[config.mk]
export PLATFORM = sky130hd
export DESIGN_NAME = des_block_streamer
export DESIGN_NICKNAME = d
export VERILOG_FILES = /design/src/rtl/des_block_streamer.sv
export SDC_FILE = /design/constraint.sdc
export NUM_CORES = 1
export LEC_CHECK = 0
export CAP_MARGIN = 20
export CORE_UTILIZATION = 24
export CTS_BUF_LIST = sky130_fd_sc_hd__clkbuf_4
export DETAILED_ROUTE_END_ITERATION = 6
export DONT_BUFFER_PORTS = 1
export PLACE_DENSITY_LB_ADDON = 0.12
export SYNTH_ARGS = -nofsm -noshare
export SYNTH_HDL_FRONTEND = slang
export SYNTH_SLANG_ARGS = --single-unit
[constraint.sdc]
create_clock -name clk -period 3 [get_ports clk]
set_input_delay 0.6 -clock clk [delete_from_list [all_inputs] [get_ports clk]]
set_output_delay 0.6 -clock clk [all_outputs]
set_load 0.01 [all_outputs]
[src/rtl/des_block_streamer.sv]
// rtl/des_block_streamer.sv - streams 64-bit blocks from a byte-wide memory to a DES core and writes results back in place
module des_block_streamer #(
  parameter int ADDR_W    = 6,
  parameter int DATA_W    = 8,
  parameter int BLK_BYTES = 8
) (
  input  logic                        clk,
  input  logic                        rst_n,
  input  logic                        start,
  input  logic [ADDR_W-1:0]           base_addr,
  input  logic [3:0]                  num_blocks,
  output logic                        mem_en,
  output logic                        mem_wr0,
  output logic [ADDR_W-1:0]           mem_add0,
  input  logic [DATA_W-1:0]           mem_rdata0,
  output logic                        mem_wr1,
  output logic [ADDR_W-1:0]           mem_add1,
  output logic [DATA_W-1:0]           mem_wdata1,
  output logic [BLK_BYTES*DATA_W-1:0] blk_out,
  output logic                        blk_out_valid,
  input  logic                        blk_out_ready,
  input  logic [BLK_BYTES*DATA_W-1:0] blk_in,
  input  logic                        blk_in_valid,
  output logic                        blk_in_ready,
  output logic                        busy,
  output logic                        done
);

  localparam int BLK_W = BLK_BYTES * DATA_W;

  typedef enum logic [2:0] {
    IDLE, FETCH, PRESENT, WAIT_RES, WRITE, DONE
  } state_t;

  state_t            state, nxt;
  logic [3:0]        cnt;
  logic [3:0]        remaining;
  logic [ADDR_W-1:0] blk_addr;
  logic [BLK_W-1:0]  asm_reg;
  logic [BLK_W-1:0]  res_reg;

  always_ff @(posedge clk or negedge rst_n) begin
    if (!rst_n) state <= IDLE;
    else        state <= nxt;
  end

  always_comb begin
    nxt = state;
    case (state)
      IDLE:     if (start) nxt = (num_blocks == 4'd0) ? DONE : FETCH;
      FETCH:    if (cnt == 4'(BLK_BYTES)) nxt = PRESENT;
      PRESENT:  if (blk_out_ready) nxt = WAIT_RES;
      WAIT_RES: if (blk_in_valid) nxt = WRITE;
      WRITE:    if (cnt == 4'(BLK_BYTES - 1)) nxt = (remaining == 4'd1) ? DONE : FETCH;
      DONE:     nxt = IDLE;
      default:  nxt = IDLE;
    endcase
  end

  // Read data lags its address by one cycle, so FETCH runs one cycle past the last address.
  always_ff @(posedge clk or negedge rst_n) begin
    if (!rst_n) begin
      cnt        <= '0;
      remaining  <= '0;
      blk_addr   <= '0;
      asm_reg    <= '0;
      res_reg    <= '0;
      mem_add1   <= '0;
      mem_wdata1 <= '0;
    end else begin
      case (state)
        IDLE: if (start) begin
          blk_addr  <= base_addr;
          remaining <= num_blocks;
          cnt       <= '0;
        end
        FETCH: begin
          if (cnt != 4'd0) asm_reg <= {asm_reg[BLK_W-DATA_W-1:0], mem_rdata0};
          cnt <= (cnt == 4'(BLK_BYTES)) ? 4'd0 : cnt + 4'd1;
        end
        WAIT_RES: if (blk_in_valid) begin
          res_reg    <= {blk_in[BLK_W-DATA_W-1:0], {DATA_W{1'b0}}};
          mem_add1   <= blk_addr;
          mem_wdata1 <= blk_in[BLK_W-1 -: DATA_W];
          cnt        <= '0;
        end
        WRITE: begin
          if (cnt == 4'(BLK_BYTES - 1)) begin
            cnt       <= '0;
            blk_addr  <= blk_addr + ADDR_W'(BLK_BYTES);
            remaining <= remaining - 4'd1;
          end else begin
            cnt        <= cnt + 4'd1;
            mem_add1   <= mem_add1 + ADDR_W'(1);
            mem_wdata1 <= res_reg[BLK_W-1 -: DATA_W];
            res_reg    <= {res_reg[BLK_W-DATA_W-1:0], {DATA_W{1'b0}}};
          end
        end
        default: ;
      endcase
    end
  end

  assign mem_add0      = blk_addr + ADDR_W'(cnt);
  assign mem_wr0       = 1'b1;
  assign mem_en        = (state == FETCH) || (state == PRESENT) ||
                         (state == WAIT_RES) || (state == WRITE);
  assign mem_wr1       = (state != WRITE);
  assign blk_out       = asm_reg;
  assign blk_out_valid = (state == PRESENT);
  assign blk_in_ready  = (state == WAIT_RES);
  assign busy          = (state != IDLE);
  assign done          = (state == DONE);

endmodule

* Yosys cells after proc, flatten, opt, wreduce, memory -nomap -nowiden
Index checks and enable logic that the tools add are counted.
Storage, ports and cells: register bits after elaboration 159, bits in latches 0, RAM bits 0, ROM bits 0, logic and storage cells 71, memories kept 0
Operators by class: $add $sub $neg 5, multiply operators 0, div/mod/pow operators 0, order comparisons 0, equality and inequality tests 15, shifts and indexed selects 0, mux-type cells 28, bitwise operators 0, reduce and logical (&&, ||, !) cells 15
Operator list (count):
- $mux W64 | 2
- $pmux W64 S2 | 1
- $mux W4 | 6
- $mux W6 | 4
- $pmux W6 S2 | 2
- $mux W3 | 7
- $mux W8 | 2
- $pmux W4 S4 | 1
- $pmux W8 S2 | 1
- $pmux W3 S5 | 1
- $ne A2 B2 Y1 const B | 5
- $reduce_and A3 Y1 | 3
- $pmux W4 S2 | 1
- $reduce_bool A4 Y1 | 2
- $add A6 B1 Y6 const B | 1
- $add A6 B4 Y6 | 1
- $add A6 B4 Y6 const B | 1
- $eq A3 B2 Y1 const B | 2
- $eq A3 B3 Y1 const B | 2
- $reduce_and A5 Y1 | 1
- $add A4 B1 Y4 const B | 1
- $eq A4 B1 Y1 const B | 1
- $eq A4 B3 Y1 const B | 1
- $eq A4 B4 Y1 const B | 1
- other kinds (10) | 13

* Longest topological paths before layout
depth in word-level cells 4, depth in mapped cells 7, gate-level depth less buffers 7

* Least setup slack after synthesis
OpenSTA, ideal clock, no wires.
path kind reg-to-output, from register cnt[0], to output mem_add0[4], arrival time 1454 ps, slack 946 ps, stages on the path, launching flop included 8, buffers on the path 0, cells stage by stage dfrtp_1 ha_1 inv_1 fa_1 inv_1 a21o_1 a21oi_1 xnor2_1
Between the ends: word-level cells in the longest chain between the ends 1
RTL lines:
- start, declared | line 36 | logic [3:0] cnt;
- start signal, assigned | line 79 | cnt <= (cnt == 4'(BLK_BYTES)) ? 4'd0 : cnt + 4'd1;
- start signal, assigned | line 93 | cnt <= cnt + 4'd1;
- $add A6 B4 Y6 | line 104 | assign mem_add0 = blk_addr + ADDR_W'(cnt);
- end, declared | line 14 | output logic [ADDR_W-1:0] mem_add0,
No other way between the ends.

* Worst setup path after layout
Ends and elaborated chain as after synthesis.

==> results.txt <==
----------------------------------------------------
[Floorplanning]
  Starting density of the core ... 0.246
  Horiz. Die Dim ... around 170 um
  Number of placed I/O pins ... between 150 and 200
  Area enclosed by the die boundary ... about 29,000 um2
  Vert. Die Dim ... around 170 um
  Number of rows created at floorplan ... 61
  Core area ... 28,000 um2

[Routing]
  WL per Instance ... between 15 and 20 um
  Wire length reported by the detailed router ... roughly 17,000 um
  DRC Markers ... 0
  TritonRoute pass-1 iters ... 4
  Number of DRC markers in iteration 0 ... 222
  Vias per cell ... around 4.5
  Number of vias after detailed routing ... approximately 4.4k
  Number of routed nets with antenna violations ... 0

[Critical path]
  Launch instance of the worst register-to-register path ... state[0]$_DFFE_PN0P_
  Critical path cell sequence ... ha_1, inv_1, fa_1, inv_1, a21o_1, a21oi_1, xnor2_1
  Required @ worst endpoint ... approximately 2.4 ns
  Reg-to-Reg End ... blk_out[52]$_DFFE_PN0P_
  Slowest cell on the critical path ... dfrtp_1
  Cell with the most instances on the worst path ... inv_1
  Register-to-register path setup slack ... 0.87 ns
  Crit path capture type ... primary output
  Biggest cell delay along the critical path ... between 0.4 and 0.5 ns
  Maximum net fanout on the critical path ... 5
  Critical path class ... reg2out
  Crit path from ... cnt[0]$_DFFE_PN0P_
  Worst Path Arrival ... approximately 2.1 ns
  Critical path destination ... mem_add0[4]
  Setup crit start kind ... register
  Worst Reg-to-Reg Cells ... 4

[Clock tree]
  Post-CTS sizing ... 0
  Clock-pin slew of the registers on the worst-case setup and hold paths ... 0.15 ns
  Cell chosen for the clock root ... clkbuf_4
  CTS tree ... done
  Number of sinks on the clock net ... 151
  Total CTS buffers ... 17
  H-tree lvl count ... 4
  Number of buffers on the longest clock path ... 2
  Worst-skew pair later-pin latency ... 0.54 ns

[Yosys]
  Post-synthesis cell type with the largest combined area ... dfrtp_1
  Mapped cell area ... between 6000 and 7000 um2
  Sequential cell area fraction in the yosys report ... 0.549
  Post-synthesis instance total ... a little under 600
  Area share of the largest cell type after synthesis ... 0.549
  Unique cell type count in the Yosys netlist ... 49
  Share of synthesized flip-flops with an asynchronous set or reset ... 1.00
  Mean instance size in the synthesized netlist ... 11.6 um2
  Warnings, synthesis ... 0
  Main flop type after synthesis ... dfrtp_1
  Count of flip-flops with a built-in enable after synthesis ... 0
  Flip-flop and latch count after synthesis ... 151
  Synth area leaders ... dfrtp_1 (55%), mux2_2 (11%), mux2i_1 (8.6%), nand2_1 (4.6%), o21ai_1 (3.9%)
  Nets in the synthesized netlist ... between 600 and 700

[Global routing]
  Global route overflow ... 0
  Initial antenna violation count ... 1
  Maximum number of pins on one net before global-route repair ... 152
  First-pass GRT wire length ... roughly 26,000 um
  Via count of the first global-routing pass ... around 4.4k
  Global routing usage summed across all routing layers ... 0.117

[STA]
  Slew at the pin closest to its max-slew limit ... slightly below 0.7 ns
  Final-layout worst hold slack ... -0.263 ns
  Worst setup slack after layout ... 0.265 ns
  Final critical-path share of the clock period ... 0.912
  Clock tree skew after final layout ... 0.0328 ns
  Final critical delay including setup and external delays ... between 2 and 3 ns
  Count of final hold-check violations ... about 150
  Final setup viols ... 0
  Fmax ... between 300 and 400 MHz
  Remaining max-slew budget at the tightest pin ... 0.539
  RSZ-0062 raised after global routing ... false
  Number of max-slew violations in the final report ... 0
  Setup TNS after final layout ... 0 ns

[Final layout]
  Synth-to-Final Area Change ... 8.85%
  Final net count ... 683
  Util after Layout ... 0.268
  Max reg flops ... 64
  Final Instance Area ... between 7000 and 8000 um2
  Fraction of layout instances using a drive strength above 1 ... 0.189
  Most frequent standard cell in the layout excluding fill and tap cells ... dfrtp_1
  Most frequent cells in the layout ... dfrtp_1 (151), nand2_1 (85), mux2_2 (67)

[Placed design]
  Placement Setup Slack ... a little over 0.8 ns
  Count of input and output buffers ... 0
  Placed inst area ... about 7200 um2
  Half-perimeter wire length of the detailed placement result ... ~12,000 um
  Global placement routability congestion ... 0.733

[Power]
  Worst supply voltage drop on vdd ... 0.316 mV
  P_leak ... approximately 3.1 nW
  Power density normalized to cell area ... roughly 1100 nW/um2

[Flow run]
  Maxcap violations ... 0

[Min path]
  Min-Delay Path Class ... in2async

[Run status]
  Outcome ... finished with violations
  Violated checks ... negative hold slack

----------------------------------------------------
==> stage by stage <==
stage	power (mW)	cells	hold WS (ns)
final	8.21	976	-0.263
after global routing	8.90	976	-0.356
after CTS	8.38	975	-0.336
after detailed placement	7.08	944	0.311
after global placement	6.99	944	0.310
after floorplan	6.36	595	0.304
==> per-layer routing <==
metal | global-route usage | vias to the layer above | routed length [um]
met5 | 0 | - | 0
met4 | 0.0353 | 0 | 165
met3 | 0.0387 | 8 | 1090
met2 | 0.189 | 100 | 8130
met1 | 0.146 | 2188 | 7430
li1 | - | 2063 | -
==> worst min-delay path by stage <==
stage                     start  cells after the start  slack [ns]                   endpoint
after global routing      rst_n                      0       -0.36  mem_wdata1[3]$_DFFE_PN0P_
after CTS                 rst_n                      0       -0.34    blk_addr[3]$_DFFE_PN0P_
after detailed placement  rst_n                      0        0.31  mem_wdata1[3]$_DFFE_PN0P_
final                     rst_n                      0       -0.26  mem_wdata1[3]$_DFFE_PN0P_
after floorplan           rst_n                      0        0.30    blk_addr[0]$_DFFE_PN0P_
after global placement    rst_n                      0        0.31  mem_wdata1[4]$_DFFE_PN0P_
==> worst max-delay path: cells and delay by family (launching register included) <==
family / cells / cell delay, ns
flops: 1 / 0.46
compound gates: 2 / 0.17
buf+inv: 2 / 0.12
fa+ha+maj: 2 / 0.60
xor+xnor: 1 / 0.27
==> synthesized netlist by cell type, types with 2 or more instances <==
master and number:
xnor2_1 5, dfrtp_1 151, buf_4 6, inv_1 14, ha_1 10, o22a_1 5
and3b_1 2, clkbuf_1 9, mux2_2 67, nor3_1 3, a21oi_1 12, a22oi_1 3
nand2_1 85, nand2b_1 2, clkbuf_4 2, buf_2 11, and3_1 3, o21ai_0 22
xor2_1 2, clkbuf_2 2, nor2b_1 2, a21o_1 3, o22ai_1 2, buf_6 7
mux2i_1 59, nand4b_1 2, nand3_1 6, nand3b_1 3, a31oi_1 6, o21ai_1 53
nor2_1 18
==> what timing repair did <==
action	4_1_cts	5_1_grt
endpoints found under the setup margin	0	0
setup buffers	0	0
endpoints found under the hold margin	151	151
==> logic make-up after synthesis <==
| kind of cell | count (synthesis) | share of synthesized area |
|---|---|---|
| flip-flops | 151 | 0.549 |
| AND/OR/NAND/NOR | 133 | 0.0881 |
| multiplexers | 126 | 0.195 |
| AO/OA/AOI/OAI | 114 | 0.0947 |
| buffers and inverters | 52 | 0.0427 |
| adder cells (fa/ha/maj) | 11 | 0.0211 |
| XOR/XNOR | 7 | 0.00890 |
| other | 1 | 0.000545 |
==> report_power, final <==
part,switching [mW],internal (mW)
Combinational,1.34,1.39
Sequential,1.18,3.04
Clock,0.825,0.432
Total,3.34,4.87
==> area by class of cell <==
cell class                 count  area, um2
sequential                   151       3780
clock buffer                  17        128
multi-input combinational    392       2820
timing repair buffer           9        105
clock inverter                14        141
tap                          378        473
fill                        2964      20500
inverter                      14       52.6
antenna                        1       2.50
No activity file was read; power rests on OpenSTA's default activity.
